**config.mk**
```make
export PLATFORM = sky130hd
export DESIGN_NAME = seg_display_ctrl
export DESIGN_NICKNAME = d
export VERILOG_FILES = /design/src/rtl/seg_pkg.sv /design/src/rtl/bin2bcd_seq.sv /design/src/rtl/seg_display_ctrl.sv
export SDC_FILE = /design/constraint.sdc
export NUM_CORES = 1
export LEC_CHECK = 0
export ABC_AREA = 1
export CAP_MARGIN = 10
export CORE_MARGIN = 4
export CORE_UTILIZATION = 25
export CTS_CLUSTER_SIZE = 10
export DETAILED_ROUTE_END_ITERATION = 8
export PLACE_DENSITY_LB_ADDON = 0.1
export SETUP_SLACK_MARGIN = 0.15
export SYNTH_ARGS = -nofsm -noshare
export SYNTH_HDL_FRONTEND = slang
export SYNTH_SLANG_ARGS = --single-unit
export TNS_END_PERCENT = 20
```
**constraint.sdc**
```tcl
create_clock -name clk -period 3.01 [get_ports clk]
set_input_delay 0.903 -clock clk [delete_from_list [all_inputs] [get_ports clk]]
set_output_delay 0.903 -clock clk [all_outputs]
set_load 0.05 [all_outputs]
```
**src/rtl/seg_pkg.sv**
```systemverilog
// Shared definitions for the seven-segment display controller: segment codes,
// FSM state type and digit-count helpers.
package seg_pkg;

  // Active-low segment patterns, bit order gfedcba.
  localparam logic [6:0] SEG_BLANK = 7'b1111111;
  localparam logic [6:0] SEG_DASH  = 7'b0111111;
  localparam logic [6:0] SEG_E     = 7'b0000110;
  localparam logic [6:0] SEG_H     = 7'b0001001;
  localparam logic [6:0] SEG_A     = 7'b0001000;
  localparam logic [6:0] SEG_L     = 7'b1000111;
  localparam logic [6:0] SEG_T     = 7'b0000111;

  typedef enum logic [1:0] {
    IDLE,
    CONV,
    SHOW,
    HALTED
  } state_e;

  function automatic logic [6:0] seg_of(input logic [3:0] digit);
    case (digit)
      4'd0:    return 7'b1000000;
      4'd1:    return 7'b1111001;
      4'd2:    return 7'b0100100;
      4'd3:    return 7'b0110000;
      4'd4:    return 7'b0011001;
      4'd5:    return 7'b0010010;
      4'd6:    return 7'b0000010;
      4'd7:    return 7'b1111000;
      4'd8:    return 7'b0000000;
      4'd9:    return 7'b0010000;
      default: return SEG_BLANK;
    endcase
  endfunction

  // Decimal digits needed for the largest w-bit value: floor(w*log10(2)) + 1,
  // e.g. 10 for 32 bits (4294967295).
  function automatic int BCD_DIGITS(input int w);
    return (w * 30103) / 100000 + 1;
  endfunction

endpackage

```
**src/rtl/bin2bcd_seq.sv**
```systemverilog
// Iterative shift-add-3 binary-to-BCD converter: DATA_W shift cycles per
// conversion, done held for one cycle after the last shift.
module bin2bcd_seq
  import seg_pkg::*;
#(
  parameter int DATA_W = 32,
  parameter int BCD_N  = BCD_DIGITS(DATA_W)
) (
  input  logic                 clk,
  input  logic                 reset,
  input  logic                 start,
  input  logic                 abort,
  input  logic [DATA_W-1:0]    din,
  output logic                 done,
  output logic [4*BCD_N-1:0]   bcd
);

  localparam int CNT_W = $clog2(DATA_W + 1);

  logic [DATA_W-1:0]  bin_q;
  logic [4*BCD_N-1:0] bcd_q;
  logic [4*BCD_N-1:0] adj;
  logic [CNT_W-1:0]   cnt_q;
  logic               run_q;
  logic               adj_msb_unused;

  // NOTE: every variable written in always_comb gets a value before any
  // conditional code, otherwise synthesis infers a latch to hold it.
  always_comb begin
    adj = bcd_q;
    for (int k = 0; k < BCD_N; k++) begin
      if (bcd_q[4*k +: 4] >= 4'd5) adj[4*k +: 4] = bcd_q[4*k +: 4] + 4'd3;
    end
  end

  // The top nibble never reaches 8 when BCD_N is sized correctly.
  assign adj_msb_unused = adj[4*BCD_N-1];

  // NOTE: sequential state uses non-blocking assignments so every register
  // samples its inputs from before the edge, independent of statement order.
  always_ff @(posedge clk) begin
    if (reset || abort) begin
      run_q <= 1'b0;
      cnt_q <= '0;
      bin_q <= '0;
      bcd_q <= '0;
    end else if (start) begin
      run_q <= 1'b1;
      cnt_q <= CNT_W'(DATA_W);
      bin_q <= din;
      bcd_q <= '0;
    end else if (run_q) begin
      if (cnt_q != '0) begin
        bcd_q <= {adj[4*BCD_N-2:0], bin_q[DATA_W-1]};
        bin_q <= {bin_q[DATA_W-2:0], 1'b0};
        cnt_q <= cnt_q - CNT_W'(1);
      end else begin
        run_q <= 1'b0;
      end
    end
  end

  assign done = run_q && (cnt_q == '0);
  assign bcd  = bcd_q;

endmodule

```
**src/rtl/seg_display_ctrl.sv**
```systemverilog
// Seven-segment display controller: request FSM, sign/overflow/blanking
// formatting of the BCD result and the registered segment outputs.
module seg_display_ctrl
  import seg_pkg::*;
#(
  parameter int N_DIGITS = 8,
  parameter int DATA_W   = 32,
  parameter int IN_W     = 4,
  parameter int SIGNED   = 0,
  parameter int LZ_BLANK = 0
) (
  input  logic                  clk,
  input  logic                  reset,
  input  logic                  halt,
  input  logic                  out_valid,
  input  logic                  in_req,
  input  logic [DATA_W-1:0]     num,
  input  logic [15:0]           SW,
  output logic [DATA_W-1:0]     user_input,
  output logic                  busy,
  output logic [7*N_DIGITS-1:0] hex
);

  localparam int BCD_N = BCD_DIGITS(DATA_W);
  localparam int PAD_D = (N_DIGITS > BCD_N) ? N_DIGITS : BCD_N;

  state_e                state_q, state_d;
  logic [7*N_DIGITS-1:0] hex_q, hex_d;
  logic                  neg_q, neg_d;
  logic                  start, done;
  logic [4*BCD_N-1:0]    bcd;
  logic [4*PAD_D-1:0]    bcd_pad;
  logic [DATA_W-1:0]     operand;
  logic [DATA_W:0]       op_ext, op_mag;
  logic                  op_neg;
  logic                  mag_msb_unused;
  logic                  sw_unused;
  logic [7*N_DIGITS-1:0] result_hex, banner_hex, dash_hex;

  assign user_input = DATA_W'(SW[IN_W-1:0]);
  assign sw_unused  = ^SW;

  // Magnitude is formed one bit wider so the most negative value negates exactly.
  assign operand = in_req ? user_input : num;
  assign op_neg  = (SIGNED != 0) && operand[DATA_W-1];
  assign op_ext  = {op_neg, operand};
  assign op_mag  = op_neg ? (~op_ext + (DATA_W+1)'(1)) : op_ext;
  assign mag_msb_unused = op_mag[DATA_W];

  bin2bcd_seq #(
    .DATA_W (DATA_W),
    .BCD_N  (BCD_N)
  ) u_bin2bcd (
    .clk   (clk),
    .reset (reset),
    .start (start),
    .abort (halt),
    .din   (op_mag[DATA_W-1:0]),
    .done  (done),
    .bcd   (bcd)
  );

  assign bcd_pad  = (4*PAD_D)'(bcd);
  assign dash_hex = {N_DIGITS{SEG_DASH}};

  always_comb begin
    banner_hex = dash_hex;
    for (int k = 0; k < N_DIGITS; k++) begin
      if (k == 3)      banner_hex[7*k +: 7] = SEG_H;
      else if (k == 2) banner_hex[7*k +: 7] = SEG_A;
      else if (k == 1) banner_hex[7*k +: 7] = SEG_L;
      else if (k == 0) banner_hex[7*k +: 7] = SEG_T;
    end
  end

  // Format the finished conversion: a negative sign claims the top digit, so
  // one fewer digit is available before the value counts as overflow.
  always_comb begin
    logic       ovf;
    logic       blank_run;
    logic [3:0] nib;
    int         avail;
    ovf        = 1'b0;
    blank_run  = (LZ_BLANK != 0);
    nib        = '0;
    avail      = neg_q ? N_DIGITS - 1 : N_DIGITS;
    result_hex = {N_DIGITS{SEG_BLANK}};
    for (int k = 0; k < PAD_D; k++) begin
      if (k >= avail && bcd_pad[4*k +: 4] != 4'd0) ovf = 1'b1;
    end
    for (int k = N_DIGITS - 1; k >= 0; k--) begin
      nib = bcd_pad[4*k +: 4];
      if (neg_q && k == N_DIGITS - 1) begin
        result_hex[7*k +: 7] = SEG_DASH;
      end else if (nib != 4'd0) begin
        result_hex[7*k +: 7] = seg_of(nib);
        blank_run = 1'b0;
      end else if (blank_run && k != 0) begin
        result_hex[7*k +: 7] = SEG_BLANK;
      end else begin
        result_hex[7*k +: 7] = seg_of(nib);
      end
    end
    if (ovf) result_hex = {N_DIGITS{SEG_E}};
  end

  always_comb begin
    state_d = state_q;
    hex_d   = hex_q;
    neg_d   = neg_q;
    start   = 1'b0;
    if (halt) begin
      state_d = HALTED;
      hex_d   = banner_hex;
    end else begin
      case (state_q)
        IDLE, SHOW: begin
          if (out_valid != in_req) begin
            if (in_req && user_input == '0) begin
              hex_d   = dash_hex;
              state_d = SHOW;
            end else begin
              start   = 1'b1;
              neg_d   = op_neg;
              state_d = CONV;
            end
          end else if (!out_valid && state_q == IDLE) begin
            hex_d = dash_hex;
          end
        end
        CONV: begin
          if (done) begin
            hex_d   = result_hex;
            state_d = SHOW;
          end
        end
        HALTED:  hex_d = banner_hex;
        default: state_d = IDLE;
      endcase
    end
  end

  always_ff @(posedge clk) begin
    if (reset) begin
      state_q <= IDLE;
      hex_q   <= {N_DIGITS{SEG_BLANK}};
      neg_q   <= 1'b0;
    end else begin
      state_q <= state_d;
      hex_q   <= hex_d;
      neg_q   <= neg_d;
    end
  end

  assign busy = (state_q == CONV);
  assign hex  = hex_q;

endmodule

```
==> results by group <==
Run status
  – Status: finished, final reports clean

STA
  – Final slew viol count: 0
  – Setup repair after global routing missed its margin: true
  – Max Clock Freq: 359 MHz
  – Period minus WS final: 2790 ps
  – Final Skew: 15.3 ps
  – Hold Fails Final Rpt: 0
  – Actual slew at the worst max-slew pin: 592 ps
  – Share of the clock period used by the worst path after layout: 92.7%
  – Slew headroom: 60.4%
  – Final setup vio count: 0

Worst setup path
  – Crit-path max FO: 7
  – Worst path cell trace: clkdlybuf4s50_1 > inv_2 > nand2_1 > nand3_2 > buf_4 > nor2_8 > nor2_8 > buf_12 > buf_4 > nand2_1 > buf_4 > inv_1 > ha_1 > inv_1 > nand4_1 > nand3_1 > nand2_1
  – R2R Setup Slk: 510 ps
  – Crit-path slowest cell: clkdlybuf4s50_1
  – Critical path data required time: 3320 ps
  – Critical Path Sink Type: flop
  – Max incr delay on CP: 540 ps
  – Critical Path Source Type: input pin
  – Arr. time, crit path: 3100 ps
  – Critical path's top delay family: buffers and inverters
  – Kind of critical path: input pin to flop
  – RR Startpoint: u_bin2bcd.cnt_q[0]
  – Reg2Reg Depth: 16
  – Bufs and invs on worst path: 8

Floorplan
  – Core Footprint: 39700 sq um
  – Chip Height: 209 um
  – DIE AREA: 43500 sq um
  – Initial Util: 25.3%
  – IO Count: 142
  – Chip width: 209 um
  – Number of cell rows: 73

Placement
  – I/O Buffers: 101
  – GPL Wtd Cong: 0.801
  – Final HPWL DP: 20.3 mm
  – Dpl cells: 2100

Hold path
  – Hold_sp: hex[48]
  – Worst Hold End: hex[48]
  – HP Class: flop to flop
  – Worst Hold Depth: 2

Power and ir drop
  – Peak supply drop: 0.000277 V
  – Final Power: 6.00 mW
  – Pwr per Cell Area: 471 nW/um^2
  – Leakage power: 6.40 nW

Clocking
  – CTS Buf Count: 17
  – CTS tree: built
  – Clock transition at the registers of the reported paths: 70 ps
  – H-tree depth: 4
  – CTS Buffer Depth: 2
  – Clk Tree Root Cell: clkbuf_16
  – Skew-Pair Late Insertion Delay: 440 ps
  – Clk sink count: 193
  – Hold_buf cts: 0

Detailed routing
  – Drc violations: 0
  – Vias: 9121
  – First-pass DRT Iterations: 5
  – Iteration-0 DRC Markers: 474
  – Per-cell routed wire length: 12.9 um
  – Avg Vias per Cell: 4.27
  – Post-route ant nets: 0
  – WL final: 27.5 mm

Final layout
  – Most frequent cells in the layout: nand2_1 (409), dfxtp_1 (193), inv_1 (179)
  – Nets@finish: 1715
  – End-of-flow core utilization: 32.1%
  – Most common cell after layout, fill and taps aside: nand2_1
  – Finished Layout Cells: 2135
  – Ant. Diodes: 0
  – Layout cells sized above 1: 10.1%
  – Synthesis-to-finish area growth: 26.6%
  – Filler Cell Count: 4327

Synth
  – Synth warn: 0
  – Post-Syn Instances: 1438
  – Seq cells post-synth: 193
  – Synthesized area: 10100 sq um
  – Synth unique cells: 31
  – Mapped Avg Cell Area: 7.00 sq um
  – Post-synthesis sequential area ratio: 38.4%

GRT
  – Antenna violations before repair: 1
  – Total overflow reported by the global router: 0
  – Gr usage total: 12.6%
  – Largest net degree at the start of global routing: 69
  – Number of global-route vias before repair: 8829
  – First-pass GRT wire length: 45.3 mm

Run
  – Total of max-cap violations: 0
[worst max-delay path by stage]
stage,startpoint,to,cells past startpoint
after floorplan,reset,flop,12
after global placement,SW[2],flop,12
after detailed placement,SW[2],flop,12
after CTS,SW[2],flop,12
after global routing,in_req,flop,17
final,in_req,flop,17
[per-stage QoR]
stage	cell area (sq um)	hold WS (ps)	setup WS [ps]	TNS [ps]
after floorplan	10200	440	378	0
after global placement	12100	447	-168	-4610
after detailed placement	12100	447	-198	-4950
after CTS	12700	459	265	0
after global routing	12700	473	72.9	0
final	12700	456	221	0
[report_power, final]
part	leakage [nW]	switching, mW	internal (mW)
sequential	1.57	0.0453	2.63
combinational	4.55	0.658	0.327
clock	0.285	0.995	1.35
total	6.40	1.70	4.31
[logic make-up after synthesis]
family,count (synthesis),synth area share [%]
other cells,1,0.0373
flops,193,38.4
simple gates,691,29.9
fa+ha+maj,63,7.84
compound gates,209,10.6
xor+xnor,3,0.261
buf+inv,278,13.0
[synth_stat cells (all sizes together)]
cell type | instances | area (sq um)
nor2 | 57 | 257
inv | 184 | 691
conb | 1 | 3.75
clkinv | 2 | 7.51
dfxtp | 193 | 3860
a31oi | 3 | 18.8
ha | 63 | 788
buf | 67 | 514
o211ai | 1 | 7.51
a21oi | 109 | 546
nor3 | 14 | 70.1
nand2 | 416 | 1590
clkbuf | 25 | 93.8
a211oi | 1 | 7.51
o21a | 2 | 15.0
nand3 | 170 | 876
o21ai | 91 | 455
nor4 | 1 | 6.26
xor2 | 3 | 26.3
nand4 | 33 | 206
o2111ai | 2 | 17.5
[tightest hold or removal path: cells and delay by family (launching register included)]
family / cells / cell delay, ps
flip-flops: 1 / 320
AND/OR/NAND/NOR: 2 / 100
[metal layers]
layer | global-route usage (%) | part of all wire [%] | up-vias | wire length, um
met2 | 20.8 | 45 | 100 | 12500
met1 | 17.2 | 51 | 4131 | 13900
li1 | - | - | 4866 | -
met4 | 3.35 | 1.5 | 0 | 405
met3 | 2.19 | 2.4 | 24 | 672
met5 | 0 | 0 | - | 0
[timing repair]
item                                   in CTS  in global routing
resized for setup                           0                  2
endpoints found under the hold margin       0                  0
setup buffers                               0                  5
setup endpoints to repair                   0                 19
[layout make-up]
| cell class | instances | area, sq um | share of cell area [%] |
|---|---|---|---|
| clock buffers | 21 | 460 | 3.61 |
| clock inverters | 9 | 133 | 1.04 |
| inverters | 186 | 698 | 5.48 |
| multi-input cells | 994 | 5000 | 39.2 |
| flip-flops and latches | 193 | 3860 | 30.3 |
| well taps | 525 | 657 | 5.16 |
| repair buffers | 207 | 1930 | 15.2 |
Power figures use the tool's default switching activity.
